### src/rtl/usb_token_tx.sv
// usb_token_tx: host-side USB token/SOF transmitter that sends SYNC, PID/~PID, ADDR, ENDP, CRC5 and EOP, with bit stuffing and NRZI.
// Latency: start is accepted on the same edge (busy rises). The first SYNC symbol goes out on the next bit_en.
//   The packet takes 32 bit times plus stuff bits, then SE0, SE0, J; done pulses on the bit_en that ends the J.
// Backpressure: start is sampled only in IDLE. While busy it is ignored, and bit_en low freezes all line activity.
// Ports: clk, rst_n (async active-low), bit_en (bit-time strobe), start/pid/addr/endp (request),
//        busy/done (status), d_o ({D+,D-}), d_oe (transceiver enable).
// Optional: define USB_TOKEN_TX_CRC_INJECT_EN to add input crc_corrupt. It is sampled with start and inverts CRC5 field bit 0.
module usb_token_tx #(
  parameter bit USB_FULL_SPEED = 1'b0
) (
  input  logic       clk,
  input  logic       rst_n,
  input  logic       bit_en,
  input  logic       start,
  input  logic [3:0] pid,
  input  logic [6:0] addr,
  input  logic [3:0] endp,
`ifdef USB_TOKEN_TX_CRC_INJECT_EN
  input  logic       crc_corrupt,
`endif
  output logic       busy,
  output logic       done,
  output logic [1:0] d_o,
  output logic       d_oe
);

  localparam logic [1:0] SYM_J   = USB_FULL_SPEED ? 2'b10 : 2'b01;
  localparam logic [1:0] SYM_K   = ~SYM_J;
  localparam logic [1:0] SYM_SE0 = 2'b00;

  // Data states are consecutive so that a finished field advances with +1.
  localparam logic [2:0] ST_IDLE  = 3'd0;
  localparam logic [2:0] ST_SYNC  = 3'd1;
  localparam logic [2:0] ST_PID   = 3'd2;
  localparam logic [2:0] ST_TOKEN = 3'd3;
  localparam logic [2:0] ST_CRC   = 3'd4;
  localparam logic [2:0] ST_SE0   = 3'd5;
  localparam logic [2:0] ST_EOPJ  = 3'd6;

  logic [2:0]  state_q, state_d;
  logic [3:0]  cnt_q, cnt_d;
  logic [3:0]  pid_q, pid_d;
  logic [10:0] tok_q, tok_d;
  logic [4:0]  crc_q, crc_d;
  logic [2:0]  ones_q, ones_d;
  logic        lvl_k_q, lvl_k_d;   // NRZI level: 1 = K, 0 = J
  logic [1:0]  d_q, d_d;
  logic        oe_q, oe_d;
  logic        busy_q, busy_d;
  logic        done_q, done_d;
  logic        inj_q;

`ifdef USB_TOKEN_TX_CRC_INJECT_EN
  always_ff @(posedge clk or negedge rst_n) begin
    if (!rst_n) begin
      inj_q <= 1'b0;
    end else if (state_q == ST_IDLE && start) begin
      inj_q <= crc_corrupt;
    end
  end
`else
  assign inj_q = 1'b0;
`endif

  logic [7:0] pid_byte;
  logic [3:0] last_idx;
  logic       data_bit;
  logic       in_data;
  logic       stuff_now;

  assign pid_byte = {~pid_q, pid_q};
  assign in_data  = (state_q == ST_SYNC) || (state_q == ST_PID) ||
                    (state_q == ST_TOKEN) || (state_q == ST_CRC);
  // A run of six 1s that ends on the last CRC bit is still stuffed, before SE0 starts.
  assign stuff_now = (ones_q == 3'd6) && (in_data || state_q == ST_SE0);

  always_comb begin
    data_bit = 1'b0;
    last_idx = 4'd7;
    case (state_q)
      ST_SYNC:  data_bit = (cnt_q == 4'd7);
      ST_PID:   data_bit = pid_byte[cnt_q[2:0]];
      ST_TOKEN: begin
        data_bit = tok_q[cnt_q];
        last_idx = 4'd10;
      end
      // The inverted remainder is sent MSB first, and field bit 0 is the injectable one.
      ST_CRC: begin
        data_bit = ~crc_q[4] ^ (inj_q && (cnt_q == 4'd0));
        last_idx = 4'd4;
      end
      default: ;
    endcase
  end

  always_comb begin
    state_d = state_q;
    cnt_d   = cnt_q;
    pid_d   = pid_q;
    tok_d   = tok_q;
    crc_d   = crc_q;
    ones_d  = ones_q;
    lvl_k_d = lvl_k_q;
    d_d     = d_q;
    oe_d    = oe_q;
    busy_d  = busy_q;
    done_d  = 1'b0;
    if (state_q == ST_IDLE) begin
      if (start) begin
        pid_d   = pid;
        tok_d   = {endp, addr};
        crc_d   = 5'h1f;
        cnt_d   = 4'd0;
        ones_d  = 3'd0;
        busy_d  = 1'b1;
        state_d = ST_SYNC;
      end
    end else if (bit_en) begin
      if (stuff_now) begin
        lvl_k_d = ~lvl_k_q;
        ones_d  = 3'd0;
        d_d     = lvl_k_d ? SYM_K : SYM_J;
        oe_d    = 1'b1;
      end else if (in_data) begin
        if (!data_bit) begin
          lvl_k_d = ~lvl_k_q;
        end
        ones_d = data_bit ? ones_q + 3'd1 : 3'd0;
        d_d    = lvl_k_d ? SYM_K : SYM_J;
        oe_d   = 1'b1;
        if (state_q == ST_TOKEN) begin
          crc_d = {crc_q[3:0], 1'b0} ^ ((data_bit ^ crc_q[4]) ? 5'h05 : 5'h00);
        end
        if (state_q == ST_CRC) begin
          crc_d = {crc_q[3:0], 1'b0};
        end
        if (cnt_q == last_idx) begin
          cnt_d   = 4'd0;
          state_d = state_q + 3'd1;
        end else begin
          cnt_d = cnt_q + 4'd1;
        end
      end else if (state_q == ST_SE0) begin
        d_d = SYM_SE0;
        if (cnt_q == 4'd1) begin
          cnt_d   = 4'd0;
          state_d = ST_EOPJ;
        end else begin
          cnt_d = cnt_q + 4'd1;
        end
      end else begin
        // EOP J: the first strobe drives J, and the second strobe ends it.
        if (cnt_q == 4'd0) begin
          d_d   = SYM_J;
          cnt_d = 4'd1;
        end else begin
          state_d = ST_IDLE;
          cnt_d   = 4'd0;
          oe_d    = 1'b0;
          d_d     = SYM_J;
          busy_d  = 1'b0;
          done_d  = 1'b1;
          ones_d  = 3'd0;
          lvl_k_d = 1'b0;
        end
      end
    end
  end

  always_ff @(posedge clk or negedge rst_n) begin
    if (!rst_n) begin
      state_q <= ST_IDLE;
      cnt_q   <= 4'd0;
      pid_q   <= 4'd0;
      tok_q   <= 11'd0;
      crc_q   <= 5'h1f;
      ones_q  <= 3'd0;
      lvl_k_q <= 1'b0;
      d_q     <= SYM_J;
      oe_q    <= 1'b0;
      busy_q  <= 1'b0;
      done_q  <= 1'b0;
    end else begin
      state_q <= state_d;
      cnt_q   <= cnt_d;
      pid_q   <= pid_d;
      tok_q   <= tok_d;
      crc_q   <= crc_d;
      ones_q  <= ones_d;
      lvl_k_q <= lvl_k_d;
      d_q     <= d_d;
      oe_q    <= oe_d;
      busy_q  <= busy_d;
      done_q  <= done_d;
    end
  end

  assign busy = busy_q;
  assign done = done_q;
  assign d_o  = d_q;
  assign d_oe = oe_q;

endmodule
### config.mk
export PLATFORM = sky130hd
export DESIGN_NAME = usb_token_tx
export DESIGN_NICKNAME = d
export VERILOG_FILES = /design/src/rtl/usb_token_tx.sv
export SDC_FILE = /design/constraint.sdc
export NUM_CORES = 1
export LEC_CHECK = 0
export CAP_MARGIN = 10
export CORE_UTILIZATION = 30
export DETAILED_ROUTE_END_ITERATION = 7
export PLACE_DENSITY = 0.45
export SKIP_LAST_GASP = 1
export SLEW_MARGIN = 0
export SYNTH_ARGS = -nofsm -noshare
export SYNTH_HDL_FRONTEND = slang
export SYNTH_SLANG_ARGS = --single-unit
### constraint.sdc
create_clock -name clk -period 4.1 [get_ports clk]
set_input_delay 0.41 -clock clk [delete_from_list [all_inputs] [get_ports clk]]
set_output_delay 0.41 -clock clk [all_outputs]
set_load 0.02 [all_outputs]
==> results of run 1 <==
-- power by group through the flow --
stage / Combinational [W] / Clock [W] / Sequential [W]
detailed placement: 0.00119 / 0 / 0.000717
finish: 0.00120 / 0.000317 / 0.000708
CTS: 0.00120 / 0.000329 / 0.000712
global route: 0.00132 / 0.000347 / 0.000736
global placement: 0.00120 / 0 / 0.000713
floorplan: 0.000988 / 0 / 0.000645
-- per-stage QoR --
| stage | total power [W] | hold WS, ns | cells | util [%] |
|---|---|---|---|---|
| finish | 0.00222 | 0.210 | 366 | 36.4 |
| global route | 0.00240 | 0.296 | 366 | 36.4 |
| CTS | 0.00224 | 0.262 | 366 | 36.4 |
| detailed placement | 0.00191 | 0.485 | 358 | 35.0 |
| global placement | 0.00191 | 0.484 | 358 | 35.0 |
| floorplan | 0.00163 | 0.114 | 246 | - |
-- synthesized netlist by cell type (4+ instances only) --
cell type,n
o21ai_0,7
nand3_1,6
a21oi_1,14
nor3_1,8
mux2_2,15
nor2b_1,6
xnor2_1,5
buf_2,6
dfstp_2,6
mux2i_1,4
inv_1,13
dfrtp_1,30
mux2_1,4
a21o_1,4
ha_1,10
nand2b_1,5
nand2_1,16
nor2_1,16
-- how the worst max path moves through the flow --
stage | cells past startpoint | slack (ns) | startpoint | endpoint
floorplan | 8 | 1.62 | state_q[0] | state_q[0]
global placement | 7 | 1.08 | state_q[2] | state_q[1]
detailed placement | 7 | 1.02 | state_q[2] | state_q[0]
CTS | 7 | 1.0 | state_q[2] | state_q[1]
global route | 7 | 0.82 | state_q[2] | state_q[1]
finish | 7 | 0.98 | state_q[2] | state_q[1]
-- per-layer routing --
| layer | vias to the layer above | global-route usage [%] | wire (µm) |
|---|---|---|---|
| met5 | - | 0 | 0 |
| li1 | 924 | - | - |
| met4 | 0 | 4.82 | 39 |
| met2 | 31 | 22.3 | 2590 |
| met3 | 2 | 3.20 | 177 |
| met1 | 904 | 19.8 | 2820 |
-- state kept, by name, indices dropped and copies added (netlist names) --
register and flops:
tok_q 11, crc_q 5, cnt_q 4, pid_q 4
ones_q 3, state_q 3, d_o 2, busy 1
d_oe 1, done 1, lvl_k_q 1
-- cells by family (layout without fill, tap and decap cells) --
group                      after synthesis  in the layout
and+or+nand+nor                         83             83
adders and majority gates               10             10
xor gates and xnor gates                 6              6
buffers and inverters                   28             46
AOI/OAI and AO/OA                       57             57
DFF                                     36             36
muxes                                   26             26
-- cell type report --
type | count | area share (%)
clock buffer | 6 | 2.55
clock inverter | 2 | 1.23
inverter | 14 | 1.85
multi-input combinational | 182 | 49.8
sequential | 36 | 31.9
tap | 102 | 4.49
timing repair buffer | 24 | 8.18
-- worst max-delay path, stage by stage, from the launching register on --
cell and delay (ns):
dfrtp_1 0.60, inv_2 0.15, ha_1 0.48, o311a_1 0.45, o311a_1 0.52, a21o_1 0.29
nor2_1 0.16, mux2_1 0.34
==> results by group, run 1 <==
Critical path
  • R2R setup slack: about 0.98 ns
  • Setup crit end kind: flop
  • RR Startpoint: state_q[2]
  • R2r endpoint: state_q[1]
  • Startpoint class of the critical path: flop
  • Worst R2R Path Depth: 7
  • CP Class: reg2reg
  • Arrival time of the worst setup path: 3.29 ns
  • Crit path max fanout: 22
  • WP data required: 4.27 ns

CTS
  • Clk Latency, worst-skew pair: 0.29 ns
  • TritonCTS Buffers: 5
  • Clock buffer depth: 2
  • Clock transition at path regs: 0.08 ns
  • H-tree depth: 2
  • Post-CTS sizing: 0
  • CTS tree: built
  • Clock root cell: clkbuf_8
  • Clock Sinks: 36
  • Post-CTS Setup Repair Bufs: 0
  • Hold buffers post-CTS: 0

Global route
  • Largest net degree at the start of global routing: 37
  • GR Overflow Total: 0
  • First-pass GRT wire length: 9580 µm
  • Antenna violations before repair: 0
  • Gr usage total: 14.4%
  • Vias in the first global route: 1878

Power
  • Leak: 1.15 nW
  • VDD IR max: between 0.2 and 0.3 mV
  • Pwr/cell area: 782 nW/µm²
  • Switching Fraction: 43.0%
  • Register share of total power: 31.8%
  • Internal power: 0.00127 W
  • Logic pwr share: 53.9%
  • Power share of the clock group: 14.3%
  • NetSw: 0.000957 W

Final layout
  • Diodes inserted: 0
  • Storage element area: slightly above 900 µm²
  • Most common cell after layout, fill and taps aside: dfrtp_1
  • Share of layout cells above drive strength 1: 17.0%
  • Synthesis-to-layout area growth: 15.7%
  • Most frequent cells in the layout: 30 x dfrtp_1, 22 x clkdlybuf4s50_1, 16 x nor2_1, 16 x nand2_1, 15 x mux2_2
  • Post-Layout Inst Area: 2840 µm²
  • Multi-input gate area: 1420 µm²
  • Fillers: 793
  • Final #Nets: 292

Yosys
  • Post-synth top area share: 30.5%
  • Seq/Total Area, Yosys: 36.9%
  • Mean Syn Cell Area: about 10 µm²
  • Syn Inst Count: 246
  • Compound-cell area share of the yosys netlist: approximately 18%
  • Post-Synth Simple-Gate Area: 19.4%
  • Seq cells post-synth: 36
  • Synth Area in XOR/XNOR: under 10%
  • Synthesized area: 2460 µm²
  • Post-synth EDFFs: 0
  • Top post-synthesis cells by area: dfrtp_1 31%, mux2_2 6.9%, dfstp_2 6.4%, ha_1 5.1%, a21oi_1 2.8%
  • Area share of fa/ha/maj cells after synthesis: 5.09%
  • Largest family of logic cells by synthesized area: simple AND/OR/NAND/NOR gates
  • Yosys cell types: 65
  • Multiplexer share of the synthesized area: 12.7%
  • Yosys warns: 0
  • Syn Nets: 275
  • Largest area contributor in the netlist: dfrtp_1
  • Async set-or-reset flop fraction in the synthesized netlist: 100%
  • Ys flop type: dfrtp_1

Placement
  • Final Wtd Congestion: 0.845
  • Placed Area: 2740 µm²
  • Port bufs: 23
  • Dpl hpwl: 3980 µm
  • Pre-CTS WS: between 1 and 1.5 ns

Timing
  • # setup viols final: 0
  • Worst Skew: 0.00589 ns
  • Tmin final: 3.12 ns
  • Fin crit share: between 70% and 80%
  • Setup ws final: 0.976 ns
  • RSZ-0062 raised after global routing: no
  • Final hold vios: 0
  • Slew at the pin with the worst max-slew slack: 0.841 ns
  • Final-report max-slew violation count: 0
  • Peak Freq: 320 MHz
  • Relative slew slack: a little over two fifths
  • Setup TNS: 0 ns

Routing
  • Vias per inst: 5.08
  • Detailed Route WL: 5630 µm
  • Post-DRT Antenna Nets: 0
  • Iteration-0 DRC Markers: 51
  • DRC: 0
  • WL/cell: 15.4 µm
  • Vias: 1861
  • Detailed Routing Iterations Pass 1: 4

Die
  • Starting Density: 31.5%
  • Io pins: 24
  • Die W: 92.5 µm
  • Cell Rows: 32
  • Die span in y: about 93 µm
  • Core footprint: 7810 µm²
  • Die ar.: 8560 µm²

Flow run
  • MaxCap Viol Count: 0

Worst hold path
  • Hold Crit Class: in2async

Run status
  • Status: complete, no violations
No activity file was read; power rests on OpenSTA's default activity.
==> run 2: changes to the inputs <==
Settings changed: PLACE_DENSITY 0.45 to 0.47.
Clock period 4.1 ns to 2.7 ns, I/O delays scaled along.
==> results by group, run 2 (synthesized netlist as in run 1, its figures left out) <==
Timing
  • Slew at the pin with the worst max-slew slack: 0.794 ns (was 0.841 ns)
  • Tmin final: 2.52 ns (was 3.12 ns)
  • Fin crit share: 93.3% (was 76.2%)
  • Relative slew slack: 47.1% (was 43.9%)
  • Final hold vios: 0 (unchanged)
  • Setup TNS: 0 ns (unchanged)
  • # setup viols final: 0 (unchanged)
  • Setup ws final: 0.181 ns (was 0.976 ns)
  • Final-report max-slew violation count: 0 (unchanged)
  • WHS: 0.0539 ns (was 0.210 ns)
  • RSZ-0062 raised after global routing: no (unchanged)
  • Worst Skew: 0.0102 ns (was 0.00589 ns)
  • Peak Freq: 397 MHz (was 320 MHz)

CTS
  • Clock Sinks: 36 (unchanged)
  • Hold buffers post-CTS: 0 (unchanged)
  • H-tree depth: 2 (unchanged)
  • Post-CTS Setup Repair Bufs: 0 (unchanged)
  • Clock buffer depth: 2 (unchanged)
  • TritonCTS Buffers: 5 (unchanged)
  • Clk Latency, worst-skew pair: 0.29 ns (about the same)
  • Clock transition at path regs: 0.08 ns (about the same)
  • Post-CTS sizing: 0 (unchanged)
  • Clock root cell: clkbuf_8 (unchanged)
  • CTS tree: built (unchanged)

Power
  • Register share of total power: 30.2% (was 31.8%)
  • NetSw: 0.00146 W (was 0.000957 W)
  • VDD IR max: 0.493 mV (was 0.261 mV)
  • Pwr/cell area: 1190 nW/µm² (was 782 nW/µm²)
  • Switching Fraction: 42.2% (was 43.0%)
  • Power share of the clock group: 13.8% (was 14.3%)
  • Logic pwr share: 56.0% (was 53.9%)
  • Internal power: 0.00201 W (was 0.00127 W)
  • Leak: 1.19 nW (was 1.15 nW)

Routing
  • Vias: 1907 (was 1861)
  • WL/cell: 14.7 µm (was 15.4 µm)
  • Iteration-0 DRC Markers: 65 (was 51)
  • Post-DRT Antenna Nets: 0 (unchanged)
  • DRC: 0 (unchanged)
  • Vias per inst: 5.07 (was 5.08)
  • Detailed Route WL: 5520 µm (was 5630 µm)
  • Detailed Routing Iterations Pass 1: 4 (unchanged)

Final layout
  • Synthesis-to-layout area growth: 18.8% (was 15.7%)
  • Final #Nets: 302 (was 292)
  • Share of layout cells above drive strength 1: 20.4% (was 17.0%)
  • Storage element area: 908 µm² (unchanged)
  • Non-Filler Instances: 376 (was 366)
  • Number of flip-flops in the largest register: 11 (unchanged)
  • Most frequent cells in the layout: 30 x dfrtp_1, 22 x clkdlybuf4s50_1, 16 x nor2_1, 16 x nand2_1, 15 x mux2_2 (unchanged)
  • Diodes inserted: 0 (unchanged)
  • Core Util, Final: 37.4% (was 36.4%)
  • Top flop regs: tok_q: 11 flops, crc_q: 5 flops (unchanged)
  • Fillers: 795 (was 793)
  • Top reg by flops: tok_q (unchanged)
  • Most common cell after layout, fill and taps aside: dfrtp_1 (unchanged)
  • Multi-input gate area: 1420 µm² (about the same)

Global route
  • First-pass GRT wire length: 9470 µm (was 9580 µm)
  • Largest net degree at the start of global routing: 37 (unchanged)
  • GR Overflow Total: 0 (unchanged)
  • Vias in the first global route: 1845 (was 1878)
  • Antenna violations before repair: 0 (unchanged)
  • Gr usage total: 14.2% (was 14.4%)

Critical path
  • Setup crit end kind: flop (unchanged)
  • CP Cell Sequence: ha_1 -> ha_2 -> or4b_1 -> o22ai_2 -> a21oi_4 -> a31oi_4 -> a211oi_2 -> a211o_1 (was inv_2 -> ha_1 -> o311a_1 -> o311a_1 -> a21o_1 -> nor2_1 -> mux2_1)
  • CP peak stage delay: 0.48 ns (was 0.60 ns)
  • Worst-path cell with the longest stage delay: or4b_1 (was dfrtp_1)
  • Crit path max fanout: 12 (was 22)
  • Startpoint class of the critical path: flop (unchanged)
  • CP Class: reg2reg (unchanged)
  • Arrival time of the worst setup path: 2.69 ns (was 3.29 ns)
  • WP data required: 2.87 ns (was 4.27 ns)

Flow run
  • MaxCap Viol Count: 0 (unchanged)

Placement
  • Port bufs: 23 (unchanged)
  • Dpl hpwl: 4130 µm (was 3980 µm)
  • Final Wtd Congestion: 0.839 (was 0.845)
  • Pre-CTS WS: 0.0953 ns (was 1.02 ns)
  • Cells after DPL: 368 (was 358)

Die
  • Core footprint: 7810 µm² (unchanged)
  • Die ar.: 8560 µm² (unchanged)
  • Die W: 92.5 µm (unchanged)
  • Starting Density: 31.5% (unchanged)
  • Cell Rows: 32 (unchanged)
  • Io pins: 24 (unchanged)
  • Die span in y: 92.5 µm (unchanged)

Worst hold path
  • Hold Crit Class: in2async (unchanged)

Run status
  • Status: complete, no violations (unchanged)
[run 2: changes by cell type in the layout (fill, tap and decap cells not counted), sizes merged]
cell	previous run	this run
buf	2	12
[run 2: per-layer routing]
metal / share of wire, % / wire length (µm) / track usage, %
met1: 50 / 2790 / 19.7
met2: 44 / 2460 / 22.0
met3: 3.1 / 171 / 2.79
met4: 1.9 / 106 / 4.69
met5: 0 / 0 / 0
[run 2: path summary, 6_finish.rpt]
check                           start   endpoint  slack (ns)  cells past startpoint
setup / recovery           state_q[0]     d_o[1]        0.18                      8
min in group clk               d_o[1]     d_o[1]        0.50                      1
hold / removal                  rst_n   tok_q[1]        0.05                      1
max in group asynchronous       rst_n  ones_q[2]        2.14                      1
hold reg to reg                d_o[1]     d_o[1]        0.50                      1
setup reg to reg           state_q[0]     d_o[1]        0.18                      8
[run 2: power by group through the flow]
stage / logic, W / registers (W) / clock network (W)
CTS: 0.00197 / 0.00105 / 0.000499
detailed placement: 0.00195 / 0.00106 / 0
global placement: 0.00197 / 0.00106 / 0
floorplan: 0.00150 / 0.000979 / 0
finish: 0.00195 / 0.00105 / 0.000480
global route: 0.00216 / 0.00110 / 0.000515
[run 2: per-stage QoR]
stage | power (W) | area [µm²]
finish | 0.00347 | 2920
global route | 0.00377 | 2920
CTS | 0.00352 | 2920
detailed placement | 0.00301 | 2810
global placement | 0.00303 | 2810
floorplan | 0.00248 | 2460
[run 2: worst max-delay path, delay by kind of cell (launching register included)]
family / cells / cell delay, ns
compound gates: 5 / 0.92
fa+ha+maj: 2 / 0.58
simple gates: 1 / 0.48
flops: 1 / 0.41
[run 2: area by class of cell]
cell class	instances	share of cell area (%)
well taps	102	4.37
inverters	14	1.80
clock buffers	6	2.48
flip-flops and latches	36	31.1
multi-input cells	182	48.5
repair buffers	34	10.5
clock inverters	2	1.20
==> run 3: changes to the inputs <==
Settings changed: MAX_ROUTING_LAYER set to met4.
==> results by group, run 3 (synthesized netlist as in run 1, its figures left out) <==
Run status
  • Status: complete, no violations (unchanged)

Critical path
  • WP data required: 2.88 ns (was 2.87 ns)
  • R2r endpoint: d_o[1] (unchanged)
  • Setup crit end kind: flop (unchanged)
  • CP Class: reg2reg (unchanged)
  • Worst R2R Path Depth: 8 (unchanged)
  • Arrival time of the worst setup path: 2.68 ns (was 2.69 ns)
  • Crit path max fanout: 12 (unchanged)
  • Startpoint class of the critical path: flop (unchanged)
  • R2R setup slack: 0.20 ns (was 0.18 ns)
  • RR Startpoint: state_q[0] (unchanged)

CTS
  • Clk Latency, worst-skew pair: 0.29 ns (about the same)
  • H-tree depth: 2 (unchanged)
  • Clock buffer depth: 2 (unchanged)
  • Clock Sinks: 36 (unchanged)
  • Post-CTS Setup Repair Bufs: 0 (unchanged)
  • TritonCTS Buffers: 5 (unchanged)
  • Clock root cell: clkbuf_8 (unchanged)
  • CTS tree: built (unchanged)
  • Clock transition at path regs: 0.08 ns (about the same)

Die
  • Starting Density: 31.5% (unchanged)
  • Die span in y: 92.5 µm (unchanged)
  • Core footprint: 7810 µm² (unchanged)
  • Io pins: 24 (unchanged)
  • Die ar.: 8560 µm² (unchanged)
  • Cell Rows: 32 (unchanged)
  • Die W: 92.5 µm (unchanged)

Routing
  • WL/cell: 14.7 µm (about the same)
  • Iteration-0 DRC Markers: 62 (was 65)
  • Vias: 1902 (was 1907)
  • Detailed Route WL: 5530 µm (was 5520 µm)
  • Detailed Routing Iterations Pass 1: 4 (unchanged)
  • DRC: 0 (unchanged)
  • Post-DRT Antenna Nets: 0 (unchanged)
  • Vias per inst: 5.06 (was 5.07)

Timing
  • Peak Freq: 400 MHz (was 397 MHz)
  • Final hold vios: 0 (unchanged)
  • RSZ-0062 raised after global routing: no (unchanged)
  • Tmin final: 2.50 ns (was 2.52 ns)
  • Slew at the pin with the worst max-slew slack: 0.792 ns (was 0.794 ns)
  • Relative slew slack: 47.2% (was 47.1%)
  • Final-report max-slew violation count: 0 (unchanged)
  • Worst Skew: 0.00780 ns (was 0.0102 ns)
  • Setup TNS: 0 ns (unchanged)
  • WHS: 0.0556 ns (was 0.0539 ns)
  • # setup viols final: 0 (unchanged)
  • Fin crit share: 92.7% (was 93.3%)

Placement
  • Dpl hpwl: 4130 µm (unchanged)
  • Port bufs: 23 (unchanged)
  • Final Wtd Congestion: 0.852 (was 0.839)

Global route
  • GR Overflow Total: 0 (unchanged)
  • Gr usage total: 14.6% (was 14.2%)
  • Vias in the first global route: 1854 (was 1845)
  • First-pass GRT wire length: 9450 µm (was 9470 µm)
  • Largest net degree at the start of global routing: 37 (unchanged)
  • Antenna violations before repair: 0 (unchanged)

Final layout
  • Number of flip-flops in the largest register: 11 (unchanged)
  • Final #Nets: 302 (unchanged)
  • Most frequent cells in the layout: 30 x dfrtp_1, 22 x clkdlybuf4s50_1, 16 x nor2_1, 16 x nand2_1, 15 x mux2_2 (unchanged)
  • Share of layout cells above drive strength 1: 20.4% (unchanged)
  • Top reg by flops: tok_q (unchanged)
  • Diodes inserted: 0 (unchanged)
  • Most common cell after layout, fill and taps aside: dfrtp_1 (unchanged)
  • Top flop regs: tok_q: 11 flops, crc_q: 5 flops (unchanged)
  • Synthesis-to-layout area growth: 18.8% (unchanged)

Power
  • Pwr/cell area: 1190 nW/µm² (about the same)
  • Switching Fraction: 42.2% (about the same)
  • Logic pwr share: 56.1% (was 56.0%)
  • VDD IR max: 0.493 mV (about the same)
  • Power share of the clock group: 13.8% (about the same)
  • Leak: 1.19 nW (unchanged)
  • Internal power: 0.00201 W (about the same)
  • Post-layout total power: 0.00348 W (was 0.00347 W)
  • NetSw: 0.00147 W (was 0.00146 W)
  • Register share of total power: 30.1% (was 30.2%)

Worst hold path
  • Hold Crit Class: in2async (unchanged)

Flow run
  • MaxCap Viol Count: 0 (unchanged)
## run 3: worst max-delay path by stage
stage                     slack [ns]          to        from  depth (start not counted)
after CTS                       0.07      d_o[1]  state_q[0]                          8
after detailed placement         0.1      d_o[1]  state_q[0]                          8
after global routing            0.02      d_o[1]  state_q[0]                          8
final                           0.20      d_o[1]  state_q[0]                          8
after global placement          0.18  state_q[0]  state_q[0]                          7
after floorplan                 0.22  state_q[0]  state_q[0]                          8
## run 3: area by class of cell
type                       count  area (µm²)
multi-input combinational    182        1420
timing repair buffer          34         308
fill                         795        4890
sequential                    36         908
clock buffer                   6        72.6
inverter                      14        52.6
clock inverter                 2        35.0
tap                          102         128
## run 3: power groups by stage
stage / logic [W] / clock network, W / registers (W)
2_1_floorplan: 0.00150 / 0 / 0.000979
3_3_place_gp: 0.00197 / 0 / 0.00106
3_5_place_dp: 0.00195 / 0 / 0.00106
4_1_cts: 0.00197 / 0.000499 / 0.00105
5_1_grt: 0.00216 / 0.000514 / 0.00110
6_report: 0.00195 / 0.000479 / 0.00105
## run 3: per-stage QoR
step | setup slack, ns | util [%] | instances | area, µm²
after floorplan | 0.222 | - | 246 | 2460
after global placement | 0.182 | 36.0 | 368 | 2810
after detailed placement | 0.0953 | 36.0 | 368 | 2810
after CTS | 0.0739 | 37.4 | 376 | 2920
after global routing | 0.0201 | 37.4 | 376 | 2920
final | 0.198 | 37.4 | 376 | 2920
## run 3: timing repair
item	4_1_cts	5_1_grt
gates resized for setup	0	1
endpoints found under the setup margin	0	9
hold buffers	0	0
## run 3: critical path: stages (launching register included)
cell,delay (ns)
dfrtp_1,0.41
ha_1,0.24
ha_2,0.34
or4b_1,0.48
o22ai_2,0.18
a21oi_4,0.07
a31oi_4,0.26
a211oi_2,0.13
a211o_1,0.27
## run 3: per-layer routing
layer | part of all wire, % | GRT usage (%)
met5 | 0 | -
met1 | 51 | 19.7
met3 | 3.2 | 2.79
met4 | 1.9 | 4.69
met2 | 44 | 22.0
